==> config.mk <==
export PLATFORM = sky130hd
export DESIGN_NAME = lcd_ctrl
export DESIGN_NICKNAME = d
export VERILOG_FILES = /design/src/rtl/lcd_ctrl.sv
export SDC_FILE = /design/constraint.sdc
export NUM_CORES = 1
export LEC_CHECK = 0
export ABC_AREA = 1
export CAP_MARGIN = 25
export CORE_ASPECT_RATIO = 0.8
export CORE_MARGIN = 2
export CORE_UTILIZATION = 51
export DETAILED_ROUTE_END_ITERATION = 10
export GPL_TIMING_DRIVEN = 1
export PLACE_DENSITY = 0.78
export SLEW_MARGIN = 20
export SYNTH_ARGS = -nofsm -noshare
export SYNTH_HDL_FRONTEND = slang
export SYNTH_SLANG_ARGS = --single-unit
export TNS_END_PERCENT = 5
==> constraint.sdc <==
create_clock -name clk_i -period 2 [get_ports clk_i]
set_input_delay 0.5 -clock clk_i [delete_from_list [all_inputs] [get_ports clk_i]]
set_output_delay 0.5 -clock clk_i [all_outputs]
set_load 0.02 [all_outputs]
==> src/rtl/lcd_ctrl.sv <==
// HD44780 write engine: runs the power-on init by itself, then turns each accepted host word
// into one setup / EN-pulse / hold / execution-wait bus cycle on the LCD pins.
module lcd_ctrl #(
    parameter int POWERUP_CYC = 750000,
    parameter int SETUP_CYC   = 2,
    parameter int EN_HIGH_CYC = 25,
    parameter int HOLD_CYC    = 2,
    parameter int EXEC_CYC    = 2000,
    parameter int CLEAR_CYC   = 82000
) (
    input  logic        clk_i,
    input  logic        rst_i,
    input  logic [31:0] lcd_word_i,
    input  logic        wr_valid_i,
    output logic        wr_ready_o,
    output logic        busy_o,
    output logic        init_done_o,
    output logic        lcd_on_o,
    output logic        lcd_rs_o,
    output logic        lcd_rw_o,
    output logic        lcd_en_o,
    output logic [7:0]  lcd_data_o
);

    localparam int CNT_MAX = (POWERUP_CYC > CLEAR_CYC) ? POWERUP_CYC : CLEAR_CYC;
    localparam int CW      = $clog2(CNT_MAX + 1);

    typedef enum logic [2:0] {
        PWR_WAIT,
        INIT_LOAD,
        IDLE,
        SETUP,
        EN_HI,
        HOLD,
        EXEC_WAIT
    } state_t;

    state_t          state_q;
    logic [CW-1:0]   cnt_q;
    logic [2:0]      idx_q;
    logic            on_q;
    logic            rs_q;
    logic            en_q;
    logic [7:0]      data_q;
    logic            ready_q;
    logic            busy_q;
    logic            done_q;

    logic [CW-1:0]   exec_ld_d;
    logic [7:0]      init_cmd_d;
    logic            accept_d;
    logic            unused_word_bits;

    assign unused_word_bits = ^{lcd_word_i[30:11], lcd_word_i[9:8]};

    always_comb begin
        exec_ld_d = CW'(EXEC_CYC - 1);
        if (!rs_q && (data_q == 8'h01 || data_q == 8'h02 || data_q == 8'h03)) begin
            exec_ld_d = CW'(CLEAR_CYC - 1);
        end
    end

    always_comb begin
        init_cmd_d = 8'h38;
        case (idx_q)
            3'd3:    init_cmd_d = 8'h0C;
            3'd4:    init_cmd_d = 8'h01;
            3'd5:    init_cmd_d = 8'h06;
            default: init_cmd_d = 8'h38;
        endcase
    end

    assign accept_d = wr_valid_i && ready_q;

    // The cycle spent in IDLE or INIT_LOAD is the last cycle of the execution wait, so the
    // next word can be accepted on the edge that ends the wait: no dead cycle between transfers.
    always_ff @(posedge clk_i or posedge rst_i) begin
        if (rst_i) begin
            state_q <= PWR_WAIT;
            cnt_q   <= '0;
            idx_q   <= '0;
            on_q    <= 1'b0;
            rs_q    <= 1'b0;
            en_q    <= 1'b0;
            data_q  <= '0;
            ready_q <= 1'b0;
            busy_q  <= 1'b1;
            done_q  <= 1'b0;
        end else begin
            case (state_q)
                PWR_WAIT: begin
                    if (!on_q) begin
                        on_q  <= 1'b1;
                        cnt_q <= CW'(POWERUP_CYC - 1);
                    end else if (cnt_q == '0) begin
                        state_q <= INIT_LOAD;
                    end else begin
                        cnt_q <= cnt_q - CW'(1);
                    end
                end
                INIT_LOAD: begin
                    rs_q    <= 1'b0;
                    data_q  <= init_cmd_d;
                    cnt_q   <= CW'(SETUP_CYC - 1);
                    state_q <= SETUP;
                end
                IDLE: begin
                    if (accept_d) begin
                        on_q    <= lcd_word_i[31];
                        rs_q    <= lcd_word_i[10];
                        data_q  <= lcd_word_i[7:0];
                        ready_q <= 1'b0;
                        busy_q  <= 1'b1;
                        cnt_q   <= CW'(SETUP_CYC - 1);
                        state_q <= SETUP;
                    end
                end
                SETUP: begin
                    if (cnt_q == '0) begin
                        en_q    <= 1'b1;
                        cnt_q   <= CW'(EN_HIGH_CYC - 1);
                        state_q <= EN_HI;
                    end else begin
                        cnt_q <= cnt_q - CW'(1);
                    end
                end
                EN_HI: begin
                    if (cnt_q == '0) begin
                        en_q    <= 1'b0;
                        cnt_q   <= CW'(HOLD_CYC - 1);
                        state_q <= HOLD;
                    end else begin
                        cnt_q <= cnt_q - CW'(1);
                    end
                end
                HOLD: begin
                    if (cnt_q == '0) begin
                        cnt_q   <= exec_ld_d;
                        state_q <= EXEC_WAIT;
                    end else begin
                        cnt_q <= cnt_q - CW'(1);
                    end
                end
                EXEC_WAIT: begin
                    if (cnt_q <= CW'(1)) begin
                        if (done_q || idx_q == 3'd5) begin
                            done_q  <= 1'b1;
                            ready_q <= 1'b1;
                            busy_q  <= 1'b0;
                            state_q <= IDLE;
                        end else begin
                            idx_q   <= idx_q + 3'd1;
                            state_q <= INIT_LOAD;
                        end
                    end else begin
                        cnt_q <= cnt_q - CW'(1);
                    end
                end
                default: state_q <= PWR_WAIT;
            endcase
        end
    end

    assign wr_ready_o  = ready_q;
    assign busy_o      = busy_q;
    assign init_done_o = done_q;
    assign lcd_on_o    = on_q;
    assign lcd_rs_o    = rs_q;
    assign lcd_rw_o    = 1'b0;
    assign lcd_en_o    = en_q;
    assign lcd_data_o  = data_q;

endmodule
-- After elaboration in Yosys (flattened, before gate mapping)
Cells that the tools add are included.
Widths: inputs -> output; s select.
- register bits: 40
- bits of input ports: 35
- output and inout bits: 15
- word-level logic and storage cells: 93
- equality and inequality tests: 22
- magnitude comparators: 1
- add/subtract/negate cells: 2
- bitwise logic cells: 1
- reductions and logical operators: 21
- multiplexer cells: 36
- operators with widths (kind ; number):
    $mux 20 ; 7
    $pmux 20 s7 ; 1
    $mux 3 ; 7
    $pmux 3 s7 ; 1
    $le 20x1->1 const B ; 1
    $logic_not 20->1 ; 1
    $sub 20x1->20 const B ; 1
    $ne 2x2->1 const B ; 9
    $pmux 6 s3 ; 1
    $mux 17 ; 1
    $eq 8x2->1 const B ; 2
    $pmux 8 s2 ; 1
    $eq 3x3->1 const B ; 5
    $mux 1 ; 10
    $pmux 1 s2 ; 5
    $eq 3x2->1 const B ; 3
    $reduce_and 3->1 ; 3
    $eq 8x1->1 const B ; 1
    $mux 8 ; 1
    $reduce_and 4->1 ; 2
    $reduce_bool 2->1 ; 4
    $reduce_and 7->1 ; 1
    $reduce_bool 7->1 ; 1
    $reduce_and 2->1 ; 2
    9 further kinds ; 12

-- Logic depth before layout (Yosys ltp)
Gate-level depths: netlist of run 1.
- word-level depth: 7
- gate-level depth with buffers: 12
- depth with buffers taken out: 12

-- Worst setup path after synthesis of run 1
OpenSTA, ideal clock, no wires.
- path type: reg2reg
- from: reg cnt_q[0]
- to: reg cnt_q[12]
- stages on the path, launching flop included: 12
- data required time: 1877 ps
- path buffers: 0
- setup time: 123 ps
- data arrival time: 1582 ps
- clock period less this slack: 1705 ps
- slack: 295 ps
- cell sequence: dfrtp_1 > inv_1 > ha_1 > nand2_1 > nor2_1 > nand3_2 > nand2_1 > nand2_1 > nor2_2 > nor2_4 > o21ai_0 > nand2_1
- longest elaborated chain between the ends: 4
- elaborated cells on any way between the ends: 13
- classes of those cells: add/sub: 1; order compare: 1; eq/ne: 2; mux: 7; reduce/logical: 2
- RTL lines (what ; RTL line ; source):
    from (decl) ; 39 ; logic [CW-1:0] cnt_q;
    from (signal assigned) ; 94 ; cnt_q <= CW'(POWERUP_CYC - 1);
    from (signal assigned) ; 98 ; cnt_q <= cnt_q - CW'(1);
    from (signal assigned) ; 104 ; cnt_q <= CW'(SETUP_CYC - 1);
    $sub 20x1->20 ; - ;
    $mux 20 ; 95 ; end else if (cnt_q == '0) begin
    $mux 20 ; 92 ; if (!on_q) begin
    $pmux 20 s7 ; 90 ; case (state_q)
Parallel ways exist; a longest one is shown, timed or not. The select of a mux whose other input is x is not followed.
A chain may end at the register's enable or synchronous reset.

-- Final worst setup path of run 1
- from: reg busy_q (netlist: busy_o)
- to: out busy_o
- RTL lines (what ; RTL line ; source):
    from (decl) ; 46 ; logic busy_q;
    from (signal assigned) ; 87 ; busy_q <= 1'b1;
    from (signal assigned) ; 113 ; busy_q <= 1'b1;
    from (signal assigned) ; 149 ; busy_q <= 1'b0;
    to (decl) ; 16 ; output logic busy_o,
No word-level cell between the ends.

==> flow_metrics.py, run 1 <==
metrics = {
    "worst_setup_path": {
        "crit_path_max_incr_delay_ns": 0.60,
        "worstPathCellList": "clkdlybuf4s50_1",
        "cp_data_required_time_ns": 1.50,
        "crit_slowest_cell": "sky130_fd_sc_hd__clkdlybuf4s50_1",
        "critPathTopFamily": "buffers and inverters",
        "reg2reg_setup_slack_ns": 0.09,
        "r2r_cells": 9,
        "rr_startpoint": "cnt_q[0]",
        "startpoint": "busy_o",
        "timing.critical_path.from_type": "flop",
        "endpoint_kind": "output port",
        "worst_path_bufs_invs": 1,
        "cp_max_fo": 2,
        "timing.critical_path.depth": 1,
        "setup.worst_path.class": "reg2out",
        "cp_data_arrival_time_ns": 1.43,
        "worstReg2RegEnd": "cnt_q[1]",
        "critPathCapture": "busy_o",
    },
    "clock_tree": {
        "clock_insertion_delay_worst_skew_ns": 0.30,
        "post_cts_hold_buffer_count": 0,
        "cts_sinks": 40,
        "cts-htree-levels": 2,
        "cts_tree": "yes",
        "max-clock-path-buffers": 2,
        "cts_buffers": 5,
        "clk_root_buffer_cell": "sky130_fd_sc_hd__clkbuf_8",
        "clkSlewWorstSetupHoldPaths_ns": 0.08,
    },
    "worst_hold_path": {
        "min_delay_path_class": "reg2reg",
    },
    "global_route": {
        "number_of_global_route_vias_before_repair": 2507,
        "all_layer_global_routing_usage": 0.239,
        "grt_use_met3": 0.0449,
        "grt_use_met1": 0.357,
        "use_met2": 0.357,
        "global_route.overflow_total": 0,
        "grt_pass1_wl_um": 11600,
        "grt_antenna_before_repair": 0,
        "maximum_number_of_pins_on_one_net_before_global_route_repair": 25,
        "grt_busiest_layer": "met1",
    },
    "timing": {
        "report.final.hold_viol_count": 0,
        "grt_setup_unrepaired": "true",
        "post-route-min-period_ns": 1.93,
        "setup_violation_total_in_the_final_timing_report": 0,
        "final_max_slew_viol_count": 0,
        "fin_crit_sh": 0.964,
        "tns_ns": 0,
        "timing.clock.skew_ns": 0.0119,
        "max_freq_ghz": 0.519,
    },
    "floorplanning": {
        "die-area_um2": 6120,
        "coreArea_um2": 5380,
        "ios": 50,
        "initial_core_util": 0.523,
        "die_height_um": 70.4,
        "fp.dieW_um": 87.0,
        "std_cell_rows": 24,
    },
    "yosys": {
        "synth_area_um2": 2810,
        "yosys_most_used_dff": "sky130_fd_sc_hd__dfrtp_1",
        "async_reset_ff_frac": 1.00,
        "yosys_warnings": 0,
        "postSynthRegisterBits": 40,
        "synth.yosys.seq_area_share": 0.357,
        "mappedNetlistNets": 442,
        "synth_cell_type_count": 40,
        "synthCells": 400,
        "mean_cell_area_of_the_mapped_netlist_um2": 7.03,
        "synth_edf_count": 0,
    },
    "routing": {
        "vias": 2645,
        "drt_iter0_markers": 136,
        "detail_route.wirelength_um": 6730,
        "drtPass1Iterations": 4,
        "drt.antenna.violating_nets": 0,
        "drt_drc_violations_left": 0,
        "route.detailed.wl_per_inst_um": 13.3,
        "detail_route.vias_per_cell": 5.21,
    },
    "layout": {
        "area_growth_pct": 19.1,
        "nets": 484,
        "antenna_cells": 0,
        "finish.cell_count_without_fillers": 508,
        "post_route_cells_drive_above_1_share": 0.126,
    },
    "power_and_ir_drop": {
        "sequentialPowerShare": 0.454,
        "vdd.ir_drop.worst_mv": 0.430,
        "p_int_mw": 1.61,
        "clockPowerShare": 0.268,
        "part_of_the_power_in_combinational_logic": 0.279,
        "netSwitchingFraction": 0.354,
        "power.density_nw_per_um2": 747,
        "static_leakage_nw": 1.70,
        "power.net_switching_mw": 0.886,
    },
    "job": {
        "drv_cap": 0,
    },
    "placed_design": {
        "finalWeightedCongestion": 0.933,
        "portBuffers": 26,
        "placed_cells_incl_taps": 499,
        "detailedPlacementHpwl_um": 5250,
    },
    "outcome": {
        "outcome": "completed",
    },
}
-- cells by family (layout without fill, tap and decap cells) --
family	after synthesis	in the layout	share of synthesized area
XOR/XNOR	13	13	0.0405
buffers and inverters	61	104	0.0948
AND/OR/NAND/NOR	229	229	0.377
AO/OA/AOI/OAI	49	49	0.0988
flip-flops	40	40	0.357
adder cells (fa/ha/maj)	7	7	0.0312
other	1	1	0.00133
-- worst min path at each step --
| stage | from | endpoint | slack [ns] | cells after the start |
|---|---|---|---|---|
| 6_report | busy_o | busy_o | 0.48 | 2 |
| 5_1_grt | busy_o | busy_o | 0.49 | 2 |
| 4_1_cts | busy_o | busy_o | 0.48 | 2 |
| 3_5_place_dp | busy_o | busy_o | 0.46 | 2 |
| 3_3_place_gp | busy_o | busy_o | 0.45 | 2 |
| 2_1_floorplan | idx_q[1] | idx_q[1] | 0.48 | 2 |
-- power by group through the flow --
stage / registers (mW) / clock network, mW / logic, mW
2_1_floorplan: 1.12 / 0 / 0.522
3_3_place_gp: 1.14 / 0 / 0.662
3_5_place_dp: 1.15 / 0 / 0.682
4_1_cts: 1.13 / 0.684 / 0.692
5_1_grt: 1.15 / 0.722 / 0.815
6_report: 1.13 / 0.670 / 0.696
-- cells in the final DEF (no fill, tap or decap), types with 7 or more instances in the layout --
cell type,instances
sky130_fd_sc_hd__buf_4,13
sky130_fd_sc_hd__clkdlybuf4s50_1,26
sky130_fd_sc_hd__dfrtp_1,39
sky130_fd_sc_hd__ha_1,7
sky130_fd_sc_hd__inv_1,49
sky130_fd_sc_hd__nand2_1,129
sky130_fd_sc_hd__nand3_1,33
sky130_fd_sc_hd__nor2_1,36
sky130_fd_sc_hd__o21ai_0,28
sky130_fd_sc_hd__xor2_1,11
-- cell type report --
type                    count  area, µm²
multi-input cells         299       1560
repair buffers             40        378
well taps                  65       81.3
fillers                   471       2030
clock buffers               5       68.8
inverters                  56        213
clock inverters             3       42.5
flip-flops and latches     40       1000
-- synth_stat cells (2+ instances only) --
| cell | n | share of area |
|---|---|---|
| sky130_fd_sc_hd__xor2_1 | 11 | 0.034 |
| sky130_fd_sc_hd__a21boi_1 | 3 | 0.0080 |
| sky130_fd_sc_hd__nand2_4 | 2 | 0.0080 |
| sky130_fd_sc_hd__nor3_1 | 3 | 0.0053 |
| sky130_fd_sc_hd__nor2_4 | 4 | 0.016 |
| sky130_fd_sc_hd__a31oi_1 | 3 | 0.0067 |
| sky130_fd_sc_hd__nor2_1 | 39 | 0.052 |
| sky130_fd_sc_hd__nand2_1 | 130 | 0.17 |
| sky130_fd_sc_hd__o211ai_1 | 3 | 0.0080 |
| sky130_fd_sc_hd__nor2_2 | 3 | 0.0067 |
| sky130_fd_sc_hd__o21ai_0 | 29 | 0.052 |
| sky130_fd_sc_hd__xnor2_1 | 2 | 0.0062 |
| sky130_fd_sc_hd__nand3_2 | 2 | 0.0071 |
| sky130_fd_sc_hd__nand3_1 | 33 | 0.059 |
| sky130_fd_sc_hd__o21bai_1 | 2 | 0.0053 |
| sky130_fd_sc_hd__ha_1 | 7 | 0.031 |
| sky130_fd_sc_hd__a21oi_1 | 5 | 0.0089 |
| sky130_fd_sc_hd__dfrtp_1 | 39 | 0.35 |
| sky130_fd_sc_hd__buf_6 | 2 | 0.0080 |
| sky130_fd_sc_hd__inv_1 | 50 | 0.067 |
| sky130_fd_sc_hd__nand4_1 | 3 | 0.0067 |
| sky130_fd_sc_hd__inv_2 | 4 | 0.0053 |
| sky130_fd_sc_hd__nand2_2 | 4 | 0.0089 |
-- metal layers --
layer,share of wire,wire length (µm)
met4,0.0086,58
met3,0.039,265
met1,0.50,3350
met5,0,0
met2,0.45,3060
-- through the flow --
step	hold WS, ns	worst slack [ns]	cell area (µm²)	util	power (mW)
floorplan	0.484	0.295	2810	-	1.64
CTS	0.478	0.0543	3320	0.618	2.51
global placement	0.454	-0.0389	3210	0.597	1.80
finish	0.475	0.0717	3350	0.622	2.50
global route	0.488	-0.0351	3350	0.622	2.69
detailed placement	0.464	-0.0654	3210	0.597	1.83
-- what timing repair did --
| action | in CTS | in global routing |
|---|---|---|
| setup buffers | 0 | 1 |
| setup endpoints to repair | 0 | 24 |
| resized for setup | 0 | 8 |
-- state kept, by name, summed over array words and instances, names as in the netlist --
| signal | flops |
|---|---|
| lcd_on_o | 1 |
| wr_ready_o | 1 |
| cnt_q | 20 |
| lcd_data_o | 8 |
| idx_q | 3 |
| state_q | 3 |
| lcd_rs_o | 1 |
| lcd_en_o | 1 |
| init_done_o | 1 |
| busy_o | 1 |
No activity file was read; power rests on OpenSTA's default activity.
==> run 2: changes to the inputs <==
--- a/config.mk
+++ b/config.mk
@@ -17,4 +17,3 @@
 export SYNTH_ARGS = -nofsm -noshare
 export SYNTH_HDL_FRONTEND = slang
 export SYNTH_SLANG_ARGS = --single-unit
-export TNS_END_PERCENT = 5
==> flow_metrics.py, run 2 (synthesis gave the netlist of run 1 again) <==
metrics = {
    "layout": {
        "post_route_cells_drive_above_1_share": 0.126,
        "fillerInstances": 471,
        "multi_input_area_um2": 1560,
        "final-seq-area_um2": 1000,
        "utilization_after_layout": 0.622,
        "nets": 484,
        "register_with_the_highest_flop_count": "cnt_q",
        "commonest_non_fill_non_tap_cells_in_the_layout": "129 x sky130_fd_sc_hd__nand2_1, 49 x sky130_fd_sc_hd__inv_1, 39 x sky130_fd_sc_hd__dfrtp_1",
        "largest_register_ffs": 20,
        "layout.cells.most_common": "sky130_fd_sc_hd__nand2_1",
        "antenna_cells": 0,
        "finish.cell_count_without_fillers": 508,
        "area_growth_pct": 19.1,
    },
    "clock_tree": {
        "cts_buffers": 5,
        "max-clock-path-buffers": 2,
        "post_cts_hold_buffer_count": 0,
        "cts_sinks": 40,
        "clk_root_buffer_cell": "sky130_fd_sc_hd__clkbuf_8",
        "clock_insertion_delay_worst_skew_ns": 0.30,
        "clkSlewWorstSetupHoldPaths_ns": 0.08,
        "cts_tree": "yes",
        "cts-htree-levels": 2,
    },
    "worst_setup_path": {
        "startpoint": "busy_o",
        "worst_path_bufs_invs": 1,
        "cp_max_fo": 2,
        "critPathCapture": "busy_o",
        "reg2reg_setup_slack_ns": 0.10,
        "critPathTopFamily": "buffers and inverters",
        "crit_path_max_incr_delay_ns": 0.60,
        "cp_data_required_time_ns": 1.50,
        "worstPathCellList": "clkdlybuf4s50_1",
        "setup.worst_path.class": "reg2out",
        "crit_slowest_cell": "sky130_fd_sc_hd__clkdlybuf4s50_1",
        "worstReg2RegEnd": "cnt_q[1]",
        "timing.critical_path.from_type": "flop",
        "timing.critical_path.depth": 1,
        "rr_startpoint": "cnt_q[0]",
        "r2r_cells": 9,
        "cp_data_arrival_time_ns": 1.43,
        "endpoint_kind": "output port",
    },
    "routing": {
        "detail_route.wirelength_um": 6750,
        "route.detailed.wl_per_inst_um": 13.3,
        "drt_drc_violations_left": 0,
        "detail_route.vias_per_cell": 5.21,
        "drt_iter0_markers": 165,
        "drtPass1Iterations": 4,
        "drt.antenna.violating_nets": 0,
        "vias": 2649,
    },
    "power_and_ir_drop": {
        "sequentialPowerShare": 0.454,
        "netSwitchingFraction": 0.354,
        "static_leakage_nw": 1.70,
        "power.net_switching_mw": 0.886,
        "clockPowerShare": 0.268,
        "part_of_the_power_in_combinational_logic": 0.278,
        "vdd.ir_drop.worst_mv": 0.430,
        "p_total_mw": 2.50,
        "power.density_nw_per_um2": 747,
        "p_int_mw": 1.61,
    },
    "timing": {
        "fin_ws_ns": 0.0724,
        "post-route-min-period_ns": 1.93,
        "report.final.hold_viol_count": 0,
        "max_freq_ghz": 0.519,
        "fin_crit_sh": 0.964,
        "grt_setup_unrepaired": "true",
        "setup_violation_total_in_the_final_timing_report": 0,
        "timing.clock.skew_ns": 0.0122,
        "final_max_slew_viol_count": 0,
    },
    "global_route": {
        "maximum_number_of_pins_on_one_net_before_global_route_repair": 25,
        "number_of_global_route_vias_before_repair": 2507,
        "global_route.overflow_total": 0,
        "all_layer_global_routing_usage": 0.239,
        "grt_antenna_before_repair": 0,
        "grt_pass1_wl_um": 11600,
    },
    "floorplanning": {
        "std_cell_rows": 24,
        "coreArea_um2": 5380,
        "die_height_um": 70.4,
        "initial_core_util": 0.523,
        "ios": 50,
        "die-area_um2": 6120,
        "fp.dieW_um": 87.0,
    },
    "job": {
        "drv_cap": 0,
    },
    "placed_design": {
        "detailedPlacementHpwl_um": 5250,
        "placed_cells_incl_taps": 499,
        "portBuffers": 26,
        "finalWeightedCongestion": 0.933,
        "preCtsSetupSlack_ns": -0.0654,
    },
    "worst_hold_path": {
        "min_delay_path_class": "reg2reg",
    },
    "outcome": {
        "outcome": "completed",
    },
}
-- run 2: cell counts in the layout (fill, tap and decap cells not counted) --
No cell type changed its count.
-- run 2: what timing repair did --
action / 4_1_cts / 5_1_grt
hold endpoints to repair: 0 / 0
buffers inserted: 0 / 1
resized for setup: 0 / 8
endpoints found under the setup margin: 0 / 24
-- run 2: power by group through the flow --
stage	clock (mW)	combinational, mW	sequential (mW)
5_1_grt	0.722	0.815	1.15
4_1_cts	0.684	0.692	1.13
2_1_floorplan	0	0.522	1.12
3_5_place_dp	0	0.682	1.15
3_3_place_gp	0	0.662	1.14
6_report	0.670	0.696	1.13
-- run 2: worst min-delay path by stage --
stage | cells past startpoint | from | endpoint
finish | 2 | busy_o | busy_o
global route | 2 | busy_o | busy_o
CTS | 2 | busy_o | busy_o
detailed placement | 2 | busy_o | busy_o
global placement | 2 | busy_o | busy_o
floorplan | 2 | idx_q[1] | idx_q[1]
-- run 2: per-stage QoR --
step	TNS (ns)	area, µm²	hold slack (ns)
after global routing	-0.247	3350	0.488
after floorplan	0	2810	0.484
final	0	3350	0.475
after global placement	-0.167	3210	0.454
after detailed placement	-0.288	3210	0.464
after CTS	0	3320	0.478
-- run 2: cell type report --
cell class,count,share of cell area
clock buffers,5,0.0206
clock inverters,3,0.0127
inverters,56,0.0636
multi-input cells,299,0.466
flip-flops and latches,40,0.300
well taps,65,0.0243
repair buffers,40,0.113
-- run 2: per-layer routing --
| layer | share of wire | track usage |
|---|---|---|
| met1 | 0.50 | 0.357 |
| met2 | 0.45 | 0.357 |
| met3 | 0.038 | 0.0449 |
| met4 | 0.0070 | 0.0538 |
| met5 | 0 | 0 |
==> RTL edit 1, RTL diff (settings of run 1) <==
`EXEC_CYC`: 2000 -> 1000.
--- a/src/rtl/lcd_ctrl.sv
+++ b/src/rtl/lcd_ctrl.sv
@@ -5,7 +5,7 @@
     parameter int SETUP_CYC   = 2,
     parameter int EN_HIGH_CYC = 25,
     parameter int HOLD_CYC    = 2,
-    parameter int EXEC_CYC    = 2000,
+    parameter int EXEC_CYC    = 1000,
     parameter int CLEAR_CYC   = 82000
 ) (
     input  logic        clk_i,
Function: no difference found for any inputs over 10 cycles, from zero or initial values and one cycle with rst_i high; that may be too few to reach the edited logic, so the function may still have changed.
==> RTL edit 1 against run 1 <==
  * Area after synthesis is 6.3% higher
  * Hold slack is essentially flat
  * Synthesized cell count increased by 8.5%
  * Critical path depth did not move
  * Worst setup slack got worse by 0.018 ns
  * Cell count up 11%
  * Utilization is 3.4 points higher
  * Sequential cell count unchanged
  * Wire length increased by 16%
  * Final area grew 8.9%
  * First-iteration DRC count increased by 88%
  * Critical endpoint is now lcd_on_o
Power is not compared: it rests on default switching activity, and its combinational part moved more than twofold at a synthesized area within 25%.
==> RTL edit 1: results (changes against run 1) <==
Pwr
In this run switching power makes up 21.00% of total power. The peak supply drop is ~0.29 mV.

Global route
The global-route wire length before repair came to 13140 um (was 11620 um). The number of global-route vias before repair is 2779 (was 2507). The total global routing track utilization is 26.21% (was 23.89%). The pin count of the biggest net entering global routing is 41 (was 25).

Synthesis
The total of warnings raised by yosys was 0 (unchanged). Top cells by area in the synthesized netlist: dfrtp_1, nand2_1, nor2_1, inv_1, o21ai_0 (was dfrtp_1, nand2_1, inv_1, nand3_1, nor2_1). Most frequent cells after synthesis: nand2_1, nor2_1, inv_1 (was nand2_1, inv_1, dfrtp_1, nor2_1, nand3_1). The async set-or-reset flop fraction in the synthesized netlist is 100.0% (unchanged). The flip-flop cell with the highest count after synthesis is dfrtp_1 (unchanged). The net count of the mapped netlist is 476 (was 442). The distinct cell type count of the synthesized netlist is 38 (was 40). The sequential-to-total area share from yosys stat is 33.54% (was 35.66%). The cell count after synthesis is 434 (was 400).

Drt
The average wire per standard cell is 13.94 um (was 13.26 um). The number of DRC violations after detailed-routing iteration 0 was 256 (was 136). The via total after detailed routing is 2978 (was 2645).

The detailed-routing iteration count for the pre-antenna-repair pass is 5 (was 4).

Placed design
The global placement routability congestion came to 0.9461 (was 0.9331). The placed standard-cell area was 3476 um^2 (was 3208 um^2). The post-placement worst setup slack is -0.08990 ns (was -0.06541 ns).

The instance count after placement with tap cells included is 553 (was 499). The HPWL after detailed placement is 6031 um (was 5247 um).

Setup path
The critical path's largest stage delay is 0.66 ns (was 0.60 ns). The slowest cell on the critical path was clkdlybuf4s50_1 (unchanged). The cell count of the worst reg-to-reg path is 11 (was 9). The largest driver fanout on the critical path is 5 (was 2). The worst endpoint data arrival time is 1.45 ns (was 1.43 ns). The worst flop-to-flop path startpoint was cnt_q[8] (was cnt_q[0]). The critical register-to-register path endpoint is cnt_q[0] (was cnt_q[1]). Across all register-to-register paths, the minimum setup slack is 0.08 ns.

Outcome
Outcome: completed (unchanged).

Worst hold path
The worst min-delay path startpoint is busy_o (unchanged). The cell count of the worst hold path is 2 (unchanged).

Layout
The proportion of layout cells with a drive suffix above 1 is 17.56% (was 12.64%). The number of flip-flops under the largest register name came to 20 (unchanged). The register containing the most flip-flops in the final layout is cnt_q (unchanged). The post-route non-filler standard cell count is 562 (was 508). The final-stage net count is 525 (was 484).

CTS
The number of buffers between clock root and the deepest sink came to 2 (unchanged).

Timing
The setup slack after layout was 0.05330 ns (was 0.07168 ns). The final worst clock skew is 0.008367 ns (was 0.01193 ns).
## RTL edit 1: changes by cell type after synthesis, sizes merged, moves of 4 or more
cell and change:
inv +5, nor2 +30, nand4 +7, a21boi -4, nand3 -6
## RTL edit 1: cell type report
type	instances	area [um^2]
repair buffers	47	442.9
clock buffers	6	72.57
multi-input cells	328	1759
clock inverters	2	35.03
flip-flops and latches	40	1006
fillers	505	1911
inverters	61	231.5
well taps	78	97.59
## RTL edit 1: cells by family (layout without fill, tap and decap cells)
group	count (synthesis)	in the layout	synth area share, %
and+or+nand+nor	259	259	41.37
buffers and inverters	66	116	9.171
AOI/OAI and AO/OA	51	51	9.883
DFF	40	40	33.54
xor gates and xnor gates	9	9	2.638
adders and majority gates	7	7	2.931
other	1	1	0.1255
muxes	1	1	0.3350
## RTL edit 1: stage by stage
stage | utilization (%) | hold WS [ns]
5_1_grt | 65.61 | 0.5100
3_3_place_gp | 62.57 | 0.4525
2_1_floorplan | - | 0.4716
4_1_cts | 64.50 | 0.4821
6_report | 65.61 | 0.4751
3_5_place_dp | 62.57 | 0.4692
## RTL edit 1: what timing repair did
action                                 CTS  global route
gates resized for setup                  0            18
hold buffers                             0             0
setup buffers                            0             1
endpoints found under the hold margin    0             0
setup endpoints to repair                0            24
## RTL edit 1: worst max path at each step
stage,from,endpoint,cells past startpoint
2_1_floorplan,cnt_q[0],cnt_q[10],11
4_1_cts,cnt_q[8],cnt_q[0],11
3_3_place_gp,wr_valid_i,cnt_q[16],9
3_5_place_dp,wr_valid_i,cnt_q[16],9
5_1_grt,cnt_q[0],cnt_q[18],11
6_report,lcd_on_o,lcd_on_o,1
## RTL edit 1: routing by layer
metal / vias to the layer above / track usage, % / share of wire, %
li1: 1471 / - / -
met1: 1379 / 40.30 / 49
met2: 116 / 38.15 / 43
met3: 12 / 4.323 / 7.5
met4: 0 / 6.468 / 1.2
met5: - / 0 / 0
## RTL edit 1: power groups by stage
stage / clock network (W) / logic, W / registers [W]
floorplan: 0 / 0.0000192 / 0.000834
global placement: 0 / 0.0000638 / 0.000831
detailed placement: 0 / 0.0000640 / 0.000831
CTS: 0.000675 / 0.0000644 / 0.000815
global route: 0.000706 / 0.0000702 / 0.000816
finish: 0.000659 / 0.0000626 / 0.000816
==> RTL edit 2, RTL diff (flow settings as in run 1) <==
Without the edit above. Re-encode `state_t` (7 states) as one-hot, 7 bits wide.
--- a/src/rtl/lcd_ctrl.sv
+++ b/src/rtl/lcd_ctrl.sv
@@ -25,14 +25,14 @@
     localparam int CNT_MAX = (POWERUP_CYC > CLEAR_CYC) ? POWERUP_CYC : CLEAR_CYC;
     localparam int CW      = $clog2(CNT_MAX + 1);
 
-    typedef enum logic [2:0] {
-        PWR_WAIT,
-        INIT_LOAD,
-        IDLE,
-        SETUP,
-        EN_HI,
-        HOLD,
-        EXEC_WAIT
+    typedef enum logic [6:0] {
+        PWR_WAIT  = 7'b0000001,
+        INIT_LOAD = 7'b0000010,
+        IDLE      = 7'b0000100,
+        SETUP     = 7'b0001000,
+        EN_HI     = 7'b0010000,
+        HOLD      = 7'b0100000,
+        EXEC_WAIT = 7'b1000000
     } state_t;
 
     state_t          state_q;
Behaviour: no difference found for any inputs over 10 cycles, from zero or initial values and one cycle with rst_i high; not proved beyond that.
==> RTL edit 2 against run 1 <==
  * Worst setup slack got worse by 0.00057 ns
  * Via count rose by 11%
  * Final area rose by 11%
  * Wire length rose by 12%
  * Non-clock buffer count rose by 8
  * Register-to-register slack improved by 0.06 ns
  * Sequential cell count rose by 4
  * Area after synthesis rose by 8.7%
  * Critical path type unchanged
  * Critical endpoint is now lcd_on_o
Power is not compared: it rests on default switching activity, and its combinational part moved more than twofold at a synthesized area within 25%.
==> RTL edit 2: results (changes against run 1) <==
Setup path
The slowest cell on the critical path is clkdlybuf4s50_1 (unchanged). The worst endpoint data arrival time is 1.43 ns (about the same). The largest driver fanout on the critical path came to 7 (was 2). The critical path's largest stage delay was 0.66 ns (was 0.60 ns). The cell count of the worst reg-to-reg path was 11 (was 9). The top cell family by delay on the critical path was buffers and inverters (unchanged).

Drt
The detail-routed via count per cell came to 5.162 (was 5.207). The length of routed wiring on met1 is 3691 um (was 3350 um). The detailed-routed wire length on met3 is 381 um (was 265 um). The final wirelength was 7568 um (was 6734 um). The uppermost layer routed is met4 (unchanged).

The number of DRC violations after detailed-routing iteration 0 is 259 (was 136). The detailed-routed wire length on met2 came to 3433 um (was 3059 um).

CTS
The count of buffers added by post-CTS timing repair for setup is 0 (unchanged). The number of buffers inserted during clock tree synthesis was 5 (unchanged). The CTS clock-pin slew for the worst setup and hold paths is approximately 0.070 ns. The number of buffers between clock root and the deepest sink is 2 (unchanged). The clock reaches the later pin of the worst-skew pair after between 0.2 and 0.3 ns.

Pwr
The share of power burned in registers is slightly below 60%. Net switching is a little over a fifth of the power. The peak supply drop is 0.2442 mV.

The share of total power dissipated in combinational logic is roughly 3.4%.

Synthesis
The net count of the mapped netlist is 479 (was 442). The sequential-to-total area share from yosys stat is 36.12% (was 35.66%). The post-synthesis share of cell area spent on xor and xnor gates is 4.586% (was 4.052%). The total of warnings raised by yosys was 0 (unchanged).

The fraction of the mapped netlist area in compound gates is 8.968% (was 9.884%). The multiplexer share of the synthesized area is 0% (unchanged). The async set-or-reset flop fraction in the synthesized netlist is 100.0% (unchanged).

Most frequent cells after synthesis: nand2_1, inv_1, nor2_1 (was nand2_1, inv_1, dfrtp_1, nor2_1, nand3_1). Top cells by area in the synthesized netlist: dfrtp_1, nand2_1, inv_1, nor2_1, nand3_1 (was dfrtp_1, nand2_1, inv_1, nand3_1, nor2_1). The share of synthesized cell area in full adder, half adder and majority cells was 2.867% (was 3.117%).

The distinct cell type count of the synthesized netlist is 38 (was 40).

Outcome
Outcome: completed (unchanged).

Global route
The number of global-route vias before repair came to 2708 (was 2507). The initial antenna violation count is 0 (unchanged). The met3 routing resource usage after global routing is 3.926% (was 4.492%). The pin count of the biggest net entering global routing is 45 (was 25). The met1 usage in global routing is 34.91% (was 35.74%). The routing layer with the top usage in global route is met2 (was met1).

The global-route wire length before repair came to 12740 um (was 11620 um). The met2 demand-to-capacity share in global routing is 39.05% (was 35.71%). The total global routing track utilization came to 24.22% (was 23.89%).

Placed design
The total of buffers placed on input and output ports was 26 (unchanged). The HPWL after detailed placement is 5775 um (was 5247 um). The global placement routability congestion is 0.9675 (was 0.9331). The post-placement worst setup slack is -0.01108 ns (was -0.06541 ns).

Timing
The final worst clock skew is 0.007080 ns (was 0.01193 ns).

Layout
The final-layout fill cell count is 521 (was 471). The proportion of layout cells with a drive suffix above 1 was 14.78% (was 12.64%). The final-stage net count was 528 (was 484). The number of flip-flops under the largest register name was 20 (unchanged). The number of diodes added for antenna fixing is 0 (unchanged).

Run
The number of maximum-capacitance constraint violations came to 0 (unchanged).

Worst hold path
The cell count of the worst hold path is 2 (unchanged).
RTL edit 2: final timing paths:
kind / endpoint / from / slack (ns)
max: lcd_on_o / lcd_on_o / 0.07
min: busy_o / busy_o / 0.47
max reg2reg: wr_ready_o / state_q[2] / 0.15
min reg2reg: busy_o / busy_o / 0.47
max in group asynchronous: state_q[0] / rst_i / 1.17
min in group asynchronous: lcd_data_o[2] / rst_i / 0.56
RTL edit 2: metrics by stage:
step / total power, W / std cells / cell area, um^2
after floorplan: 0.0009268 / 437 / 3055
after global placement: 0.0009616 / 557 / 3523
after detailed placement: 0.0009619 / 557 / 3523
after CTS: 0.001530 / 565 / 3613
after global routing: 0.001577 / 568 / 3702
final: 0.001515 / 568 / 3702
RTL edit 2: area by class of cell:
type                    count  area, um^2  share of cell area [%]
well taps                  81       101.3                   2.737
flip-flops and latches     44        1104                   29.81
inverters                  57       214.0                   5.779
repair buffers             48       454.2                   12.27
clock buffers               8       90.09                   2.433
multi-input cells         330        1739                   46.98
